File: config.mk
export PLATFORM = sky130hd
export DESIGN_NAME = instruction_fetch
export DESIGN_NICKNAME = d
export VERILOG_FILES = /design/src/rtl/instruction_fetch.sv
export SDC_FILE = /design/constraint.sdc
export NUM_CORES = 1
export LEC_CHECK = 0
export ABC_AREA = 1
export BUFFER_PORTS_ARGS = -buffer_cell sky130_fd_sc_hd__buf_2
export CORE_AREA = 2 2 73 110
export DETAILED_ROUTE_END_ITERATION = 8
export DIE_AREA = 0 0 75 112
export PLACE_DENSITY = 0.71
export SLEW_MARGIN = 20
export SYNTH_ARGS = -nofsm -noshare
export SYNTH_HDL_FRONTEND = slang
export SYNTH_SLANG_ARGS = --single-unit
File: constraint.sdc
create_clock -name iCLK -period 3.6 [get_ports iCLK]
set_input_delay 0.36 -clock iCLK [delete_from_list [all_inputs] [get_ports iCLK]]
set_output_delay 0.36 -clock iCLK [all_outputs]
set_load 0.05 [all_outputs]
File: src/rtl/instruction_fetch.sv
// instruction_fetch: RV32I fetch stage, 8-bit PC, single-outstanding imem reads.
// Optional FETCH_MISALIGN_TRAP_EN: misaligned redirect halts fetch and raises oMISALIGN.
module instruction_fetch #(
    parameter int              PC_W     = 8,
    parameter logic [PC_W-1:0] RESET_PC = '0
) (
    input  logic            iCLK,
    input  logic            iRST_N,
    output logic            oIMEM_REQ,
    output logic [PC_W-1:0] oIMEM_ADDR,
    input  logic            iIMEM_VALID,
    input  logic [31:0]     iIMEM_RDATA,
    output logic [31:0]     oIR,
    output logic [PC_W-1:0] oPC,
    output logic            oIR_VALID,
    input  logic            iIR_READY,
    input  logic            iREDIRECT,
    input  logic [31:0]     iREDIRECT_PC,
    output logic            oMISALIGN
);

    localparam logic [1:0] S_FETCH = 2'd0;
    localparam logic [1:0] S_HOLD  = 2'd1;
    localparam logic [1:0] S_FLUSH = 2'd2;
    localparam logic [1:0] S_HALT  = 2'd3;

    localparam logic [31:0] NOP = 32'h0000_0013;

`ifdef FETCH_MISALIGN_TRAP_EN
    localparam bit TRAP_EN = 1'b1;
`else
    localparam bit TRAP_EN = 1'b0;
`endif

    logic [1:0]      state_q, state_d;
    logic [PC_W-1:0] pc_q, pc_d;
    logic [PC_W-1:0] pend_q, pend_d;
    logic [PC_W-1:0] irpc_q, irpc_d;
    logic [31:0]     ir_q, ir_d;
    logic            mis_q, mis_d;

    logic [PC_W-1:0] tgt;
    logic [PC_W-1:0] pc_inc;
    logic            tgt_bad;
    logic            unused_bits;

    // Low target bits are dropped; with the trap enabled they flag a fault.
    assign tgt         = {iREDIRECT_PC[PC_W-1:2], 2'b00};
    assign tgt_bad     = TRAP_EN && (iREDIRECT_PC[1:0] != 2'b00);
    assign pc_inc      = pc_q + PC_W'(4);
    assign unused_bits = ^{iREDIRECT_PC[31:PC_W], iREDIRECT_PC[1:0]};

    // Request is suppressed while reset is held so the bus sees no fetch.
    assign oIMEM_REQ  = iRST_N && (state_q == S_FETCH || state_q == S_FLUSH);
    assign oIMEM_ADDR = {pc_q[PC_W-1:2], 2'b00};
    assign oIR        = ir_q;
    assign oPC        = irpc_q;
    assign oIR_VALID  = (state_q == S_HOLD);
    assign oMISALIGN  = mis_q;

    // Next-state and datapath selection for the fetch FSM.
    always_comb begin
        state_d = state_q;
        pc_d    = pc_q;
        pend_d  = pend_q;
        irpc_d  = irpc_q;
        ir_d    = ir_q;
        mis_d   = mis_q;
        case (state_q)
            S_FETCH: begin
                if (iREDIRECT && tgt_bad) begin
                    mis_d   = 1'b1;
                    state_d = S_HALT;
                end else if (iREDIRECT) begin
                    if (iIMEM_VALID) begin
                        pc_d = tgt;
                    end else begin
                        pend_d  = tgt;
                        state_d = S_FLUSH;
                    end
                end else if (iIMEM_VALID) begin
                    ir_d    = iIMEM_RDATA;
                    irpc_d  = pc_q;
                    state_d = S_HOLD;
                end
            end
            S_FLUSH: begin
                if (iREDIRECT && tgt_bad) begin
                    mis_d   = 1'b1;
                    state_d = S_HALT;
                end else begin
                    if (iREDIRECT) begin
                        pend_d = tgt;
                    end
                    if (iIMEM_VALID) begin
                        pc_d    = iREDIRECT ? tgt : pend_q;
                        state_d = S_FETCH;
                    end
                end
            end
            S_HOLD: begin
                if (iREDIRECT && tgt_bad) begin
                    mis_d   = 1'b1;
                    state_d = S_HALT;
                end else if (iREDIRECT) begin
                    pc_d    = tgt;
                    state_d = S_FETCH;
                end else if (iIR_READY) begin
                    pc_d    = pc_inc;
                    state_d = S_FETCH;
                end
            end
            S_HALT: begin
                state_d = S_HALT;
            end
            default: begin
                state_d = S_FETCH;
            end
        endcase
    end

    // State registers with synchronous active-low reset.
    always_ff @(posedge iCLK) begin
        if (!iRST_N) begin
            state_q <= S_FETCH;
            pc_q    <= RESET_PC;
            pend_q  <= RESET_PC;
            irpc_q  <= RESET_PC;
            ir_q    <= NOP;
            mis_q   <= 1'b0;
        end else begin
            state_q <= state_d;
            pc_q    <= pc_d;
            pend_q  <= pend_d;
            irpc_q  <= irpc_d;
            ir_q    <= ir_d;
            mis_q   <= mis_d;
        end
    end

endmodule

== Yosys cells after proc, flatten, opt, wreduce, memory -nomap -nowiden ==
Index checks and enable logic that the tools add are counted.

* Flip-flop bits (word level): 58
* Bits in latches: 0
* Memory bits (writable): 0
* Memory bits (read-only): 0
* Input port bits: 69
* Output and inout bits: 51
* Memories kept: 0

* Add/sub/neg operators: 1
* Multiply operators: 0
* Divide/modulo/power cells: 0
* Order comparisons: 0
* Equality and inequality tests: 10
* Shift-type cells: 0
* Multiplexer cells: 17
* Bitwise operators: 1
* Reductions and logical operators: 9

{| class="wikitable"
|+ Operator list
! kind !! number
|-
| 8-bit two-way mux || 8
|-
| 8-bit one-hot mux with 3 select lines || 1
|-
| 8-bit one-hot mux with 2 select lines || 1
|-
| 2-bit two-way mux || 6
|-
| 8-bit by 3-bit adder with 8-bit output, second input constant || 1
|-
| 2-bit != test, second input constant || 4
|-
| 2-bit one-hot mux with 4 select lines || 1
|-
| 3-bit != test, second input constant || 2
|-
| 3-bit AND reduction || 2
|-
| 5-bit AND reduction || 1
|-
| 2-bit == test, second input constant || 2
|-
| 4-bit AND reduction || 1
|-
| 3-bit by 1-bit != test with 1-bit output, second input constant || 1
|-
| 3-bit nonzero test || 1
|-
| 2-bit by 1-bit == test with 1-bit output, second input constant || 1
|-
| 2-bit zero test || 1
|-
| 2-bit nonzero test || 1
|-
| 1-bit logical AND || 1
|-
| 1-bit logical OR || 1
|-
| 1-bit inverter || 1
|}

== Depth between registers and ports, before layout ==
* Depth after elaboration: 4
* Depth in mapped cells: 11
* Gate-level depth less buffers: 9

== Worst setup path before layout ==
Ideal clock, no wire load.

* Path kind: flip-flop to output port
* Start point: register state_q[0]
* End point: output oIMEM_REQ
* Arrival: 1,422 ps
* Required time: 3,240 ps
* Path slack: 1,818 ps
* Stages on the path, launching flop included: 5
* Buffers on the path: 0
* Cell sequence: dfxtp_1 inv_1 ha_1 nor2_2 nor2_1

* Word-level cells in the longest chain between the ends: 3
* Elaborated cells on any way between the ends: 4

{| class="wikitable"
|+ RTL lines
! item !! line !! RTL
|-
| start: declaration || 35 || <nowiki>logic [1:0] state_q, state_d;</nowiki>
|-
| start signal: assignment || 132 || <nowiki>state_q <= state_d;</nowiki>
|-
| 2-bit == test or 2-bit zero test (tied branches) || 54 || <nowiki>assign oIMEM_REQ = iRST_N && (state_q == S_FETCH || state_q == S_FLUSH);</nowiki>
|-
| 1-bit logical OR (*) || 54 ||
|-
| 1-bit logical AND (*) || 54 ||
|-
| end: declaration || 9 || <nowiki>output logic oIMEM_REQ,</nowiki>
|}

Mark *: on every way between the ends. The rest lies on a longest branch, timed or not.

== Final worst setup path ==
Same ends and word-level chain as after synthesis.

==> results list <==
- Placed wire-length estimate after detailed placement: 4.76 mm
* Die outline width: 75 um
- For met1 alone, demand over resource in global routing was 19.0%.
* Power density of the placed cells: 807 mW/mm2
* Leading post-synthesis cells by instance count: 88 x sky130_fd_sc_hd__nor2_1, 58 x sky130_fd_sc_hd__dfxtp_1, 51 x sky130_fd_sc_hd__nand2_1
* Area of placed instances: 0.00305 mm2
- Number of max-capacitance violations reported: 0
- Number of fillers in the final layout: 759
* Maximum ir drop on the vdd rail: between 0.0003 and 0.0004 V
- For this run, the number of standard cells in the final layout without fillers is 545.
- Yosys printed 0 warnings.
* CTS clk-pin slew, worst paths: 0.05 ns
- Number of antenna violations at the first check in global routing: 0
- Summing all non-filler instances in the final layout gives an area of 0.00334 mm2.
- For met3 alone, demand over resource in global routing was 5.61%.
- Number of DRC markers after the initial detailed-route iteration: 129
- Nets: 513
- From bottom edge to top edge, the die measures between 100 and 150 um.
* Crit path max-delay cell type: sky130_fd_sc_hd__ha_1
* Number of storage elements in the synthesis netlist: 58
- The final count of pins violating max slew is 0.
- Detailed routing inserted a total of 2,571 vias.
- Crit-path leading delay family: adder cells
- Counting flops with a built-in enable in the synthesized netlist gives 0.
- After layout, the worst path uses 58.1% of the clock period.
- The path with the worst hold slack has its endpoint at oIR[4].
* Top flip-flop cell by instance count after synthesis: sky130_fd_sc_hd__dfxtp_1
* Footprint of the multi-input gates: 0.00120 mm2
* Met2 track utilization from global routing: 29.7%
- Element type at the critical path start: flip-flop
- Clock latency on the worst-skew pair, taken at its later pin, is 0.33 ns.
- Entering global routing, the biggest net connects 52 pins.
- In this run the tightest slew margin relative to its limit is 59.3%.
* Startpoint of the worst register-to-register path: state_q[0]
- Timing would allow up to 478 MHz.
* CTS Sinks: 58
- Relative to the synthesized area, the layout overhead comes to 30.5%.
- After detailed routing, the total wire length is just under 7 mm.
* Minimum period implied by the final worst setup slack: 2.09 ns
- Data arrives at the worst endpoint at 1.73 ns.
- TritonCTS built the clock tree.
* Post-route DRC violation count: 0
- Dividing the detail-routed via count by the number of cells gives between 4 and 5.
- 120 I/O pins were placed.
- The number of hold-slack violations in the final timing report came to 0.
* FF-to-FF End: pc_q[0]
* Initial core utilization: approximately 34%
* Cell depth of the worst hold path: 3
* Synth top area cells: sky130_fd_sc_hd__dfxtp_1 45%, sky130_fd_sc_hd__nor2_1 13%, sky130_fd_sc_hd__o21ai_0 9.6%
- Adding up every negative setup slack in the final design gives 0 ns.
- Buffers added to address setup during post-CTS repair amount to 0.
- Register-to-register setup slack: 1.62 ns
- The H-tree was split into 3 levels.
- Post-synthesis area per instance: 7.20 um2
- Data on the critical path is required at its endpoint by about 3.2 ns.
- Detailed-routing iteration count for the pre-antenna-repair pass: 5
- Number of placement rows: 39
* Final design utilization: 44.7%
- The min-delay analysis places its worst path in the category primary input to flip-flop.
* Number of buffer cells added on primary ports: 90
- The core region is 0.00747 mm2.
- Clock buffer count from CTS: 9
- For this run, the total global-route usage over all layers was measured as roughly 18%.
- Total inserted antenna cells: 0
* Setup Crit Path Kind: flip-flop to primary output
* Maximum single-stage delay on the critical path: 0.47 ns
- Total instance count after detailed placement: 530
- Together, buffers and inverters on the worst path number 2.
- Clock tree synthesis selected as its root buffer the cell sky130_fd_sc_hd__clkbuf_16.
- FF/Latch Area: 0.00116 mm2
- Unique cell type count in the Yosys netlist: 30
- Summed over all instances, the cell type with the most area after synthesis is sky130_fd_sc_hd__dfxtp_1.
- First-pass GRT wire length: 11.5 mm
- Setup repair after global routing missed its margin: false
- Sequential element share of the synthesized area: 45.4%
* Number of global-route vias before repair: 2,619
- The die covers between 0.008 and 0.009 mm2.
- Final ANT Viol Nets: 0
- For the pin with the worst max-slew slack, the measured transition is between 0.6 and 0.7 ns.
- Setup violations remaining at the end of the flow were counted as 0.
- Summing every instance area after synthesis gives 0.00256 mm2.
- Average wire length per cell after detail routing: 12.6 um
- GRT Max-Usage Layer: met2
- Global routing finished with a remaining overflow of 0.
- Cell-by-cell trace of the critical path: inv_1 > ha_1 > nor2_2 > nor2_1 > buf_2
* Total of hold buffers inserted after clock tree synthesis: 0
- Count leader, synth: sky130_fd_sc_hd__nor2_1
* Hold Path Origin: iIMEM_RDATA[4]
* Maximum buffer depth of the clock tree: 2
* Sort of element at the end of the critical path: primary output
* Status: finished clean
- Of the cells placed in the final design, the portion with a size suffix greater than 1 is 26.2%.
* Depth of the most critical reg-to-reg path: 9
- The clock arrives with 0.00781 ns of skew.
- Area share of the largest cell type after synthesis: between 40% and 50%
* Number of cells upsized or downsized after cts: 0
- In the synthesized netlist, the number of instances is 355.
- Asr flop ratio synth: 0%
- The congestion estimate from routability-driven global placement came to 0.788.
- The analysis attributes to cell leakage a power of 1.67 nW.
- In this run the worst path has a maximum fanout of 12.
- Worst hold slack: 0.249 ns
[cells by family after synthesis]
group | count (synthesis) | share of synthesized area (%)
XOR/XNOR | 3 | 1.03
AND/OR/NAND/NOR | 160 | 26.1
adder cells (fa/ha/maj) | 5 | 2.45
flip-flops | 58 | 45.4
AO/OA/AOI/OAI | 83 | 17.1
buffers and inverters | 45 | 7.73
other | 1 | 0.147
[cells in the final DEF, fill, tap and decap left out, types with 3 or more instances in the layout]
cell / n
sky130_fd_sc_hd__a21oi_1: 25
sky130_fd_sc_hd__inv_1: 20
sky130_fd_sc_hd__nand2_1: 51
sky130_fd_sc_hd__o21ai_0: 49
sky130_fd_sc_hd__inv_2: 3
sky130_fd_sc_hd__ha_1: 5
sky130_fd_sc_hd__conb_1: 3
sky130_fd_sc_hd__buf_2: 90
sky130_fd_sc_hd__dfxtp_1: 58
sky130_fd_sc_hd__clkbuf_16: 9
sky130_fd_sc_hd__nor2_1: 88
sky130_fd_sc_hd__nand3_1: 11
[worst max-delay path by stage]
| stage | from | slack, ns | endpoint | cells after the start |
|---|---|---|---|---|
| finish | state_q[0] | 1.51 | oIMEM_REQ | 5 |
| CTS | state_q[0] | 1.49 | oIMEM_REQ | 5 |
| global placement | iRST_N | 1.54 | oIMEM_REQ | 5 |
| global route | state_q[0] | 1.36 | oIR[3] | 7 |
| detailed placement | iRST_N | 1.52 | oIMEM_REQ | 5 |
| floorplan | state_q[0] | 1.82 | oIMEM_REQ | 4 |
[worst register-to-register path: stages, from the launching register on]
cell	delay (ns)
sky130_fd_sc_hd__dfxtp_1	0.36
sky130_fd_sc_hd__inv_1	0.09
sky130_fd_sc_hd__ha_1	0.30
sky130_fd_sc_hd__inv_2	0.10
sky130_fd_sc_hd__nor2_4	0.05
sky130_fd_sc_hd__nor2_1	0.12
sky130_fd_sc_hd__nand4_2	0.30
sky130_fd_sc_hd__nor2_1	0.32
sky130_fd_sc_hd__o21ai_0	0.12
sky130_fd_sc_hd__a21oi_1	0.14
[power breakdown]
part / switching, W / total (W) / internal, W
logic: 0.000744 / 0.00100 / 0.000260
registers: 0.0000864 / 0.000859 / 0.000772
clock network: 0.000281 / 0.000829 / 0.000547
total: 0.00111 / 0.00269 / 0.00158
[per-layer routing]
layer / vias to the layer above / share of wire [%]
met2: 87 / 52
met4: 0 / 1.2
met3: 9 / 6.0
li1: 1305 / -
met1: 1170 / 41
met5: - / 0
[final cells by class]
cell class              instances  share of cell area, %
flip-flops and latches         58                   34.8
repair buffers                 92                   14.0
clock buffers                  12                   7.39
well taps                     102                   3.83
inverters                      24                   2.70
clock inverters                 3                   1.20
multi-input cells             254                   36.1
[registers in the layout, summed over array words and instances (netlist names)]
register,count
pc_q,8
pend_q,8
state_q,2
oPC,8
oIR,32
[stage by stage]
stage | power, W | setup slack [ns]
3_5_place_dp | 0.00187 | 1.52
4_1_cts | 0.00271 | 1.49
2_1_floorplan | 0.00164 | 1.82
5_1_grt | 0.00285 | 1.36
6_report | 0.00269 | 1.51
3_3_place_gp | 0.00185 | 1.54
Note: power is estimated with default switching activity, not from simulation.
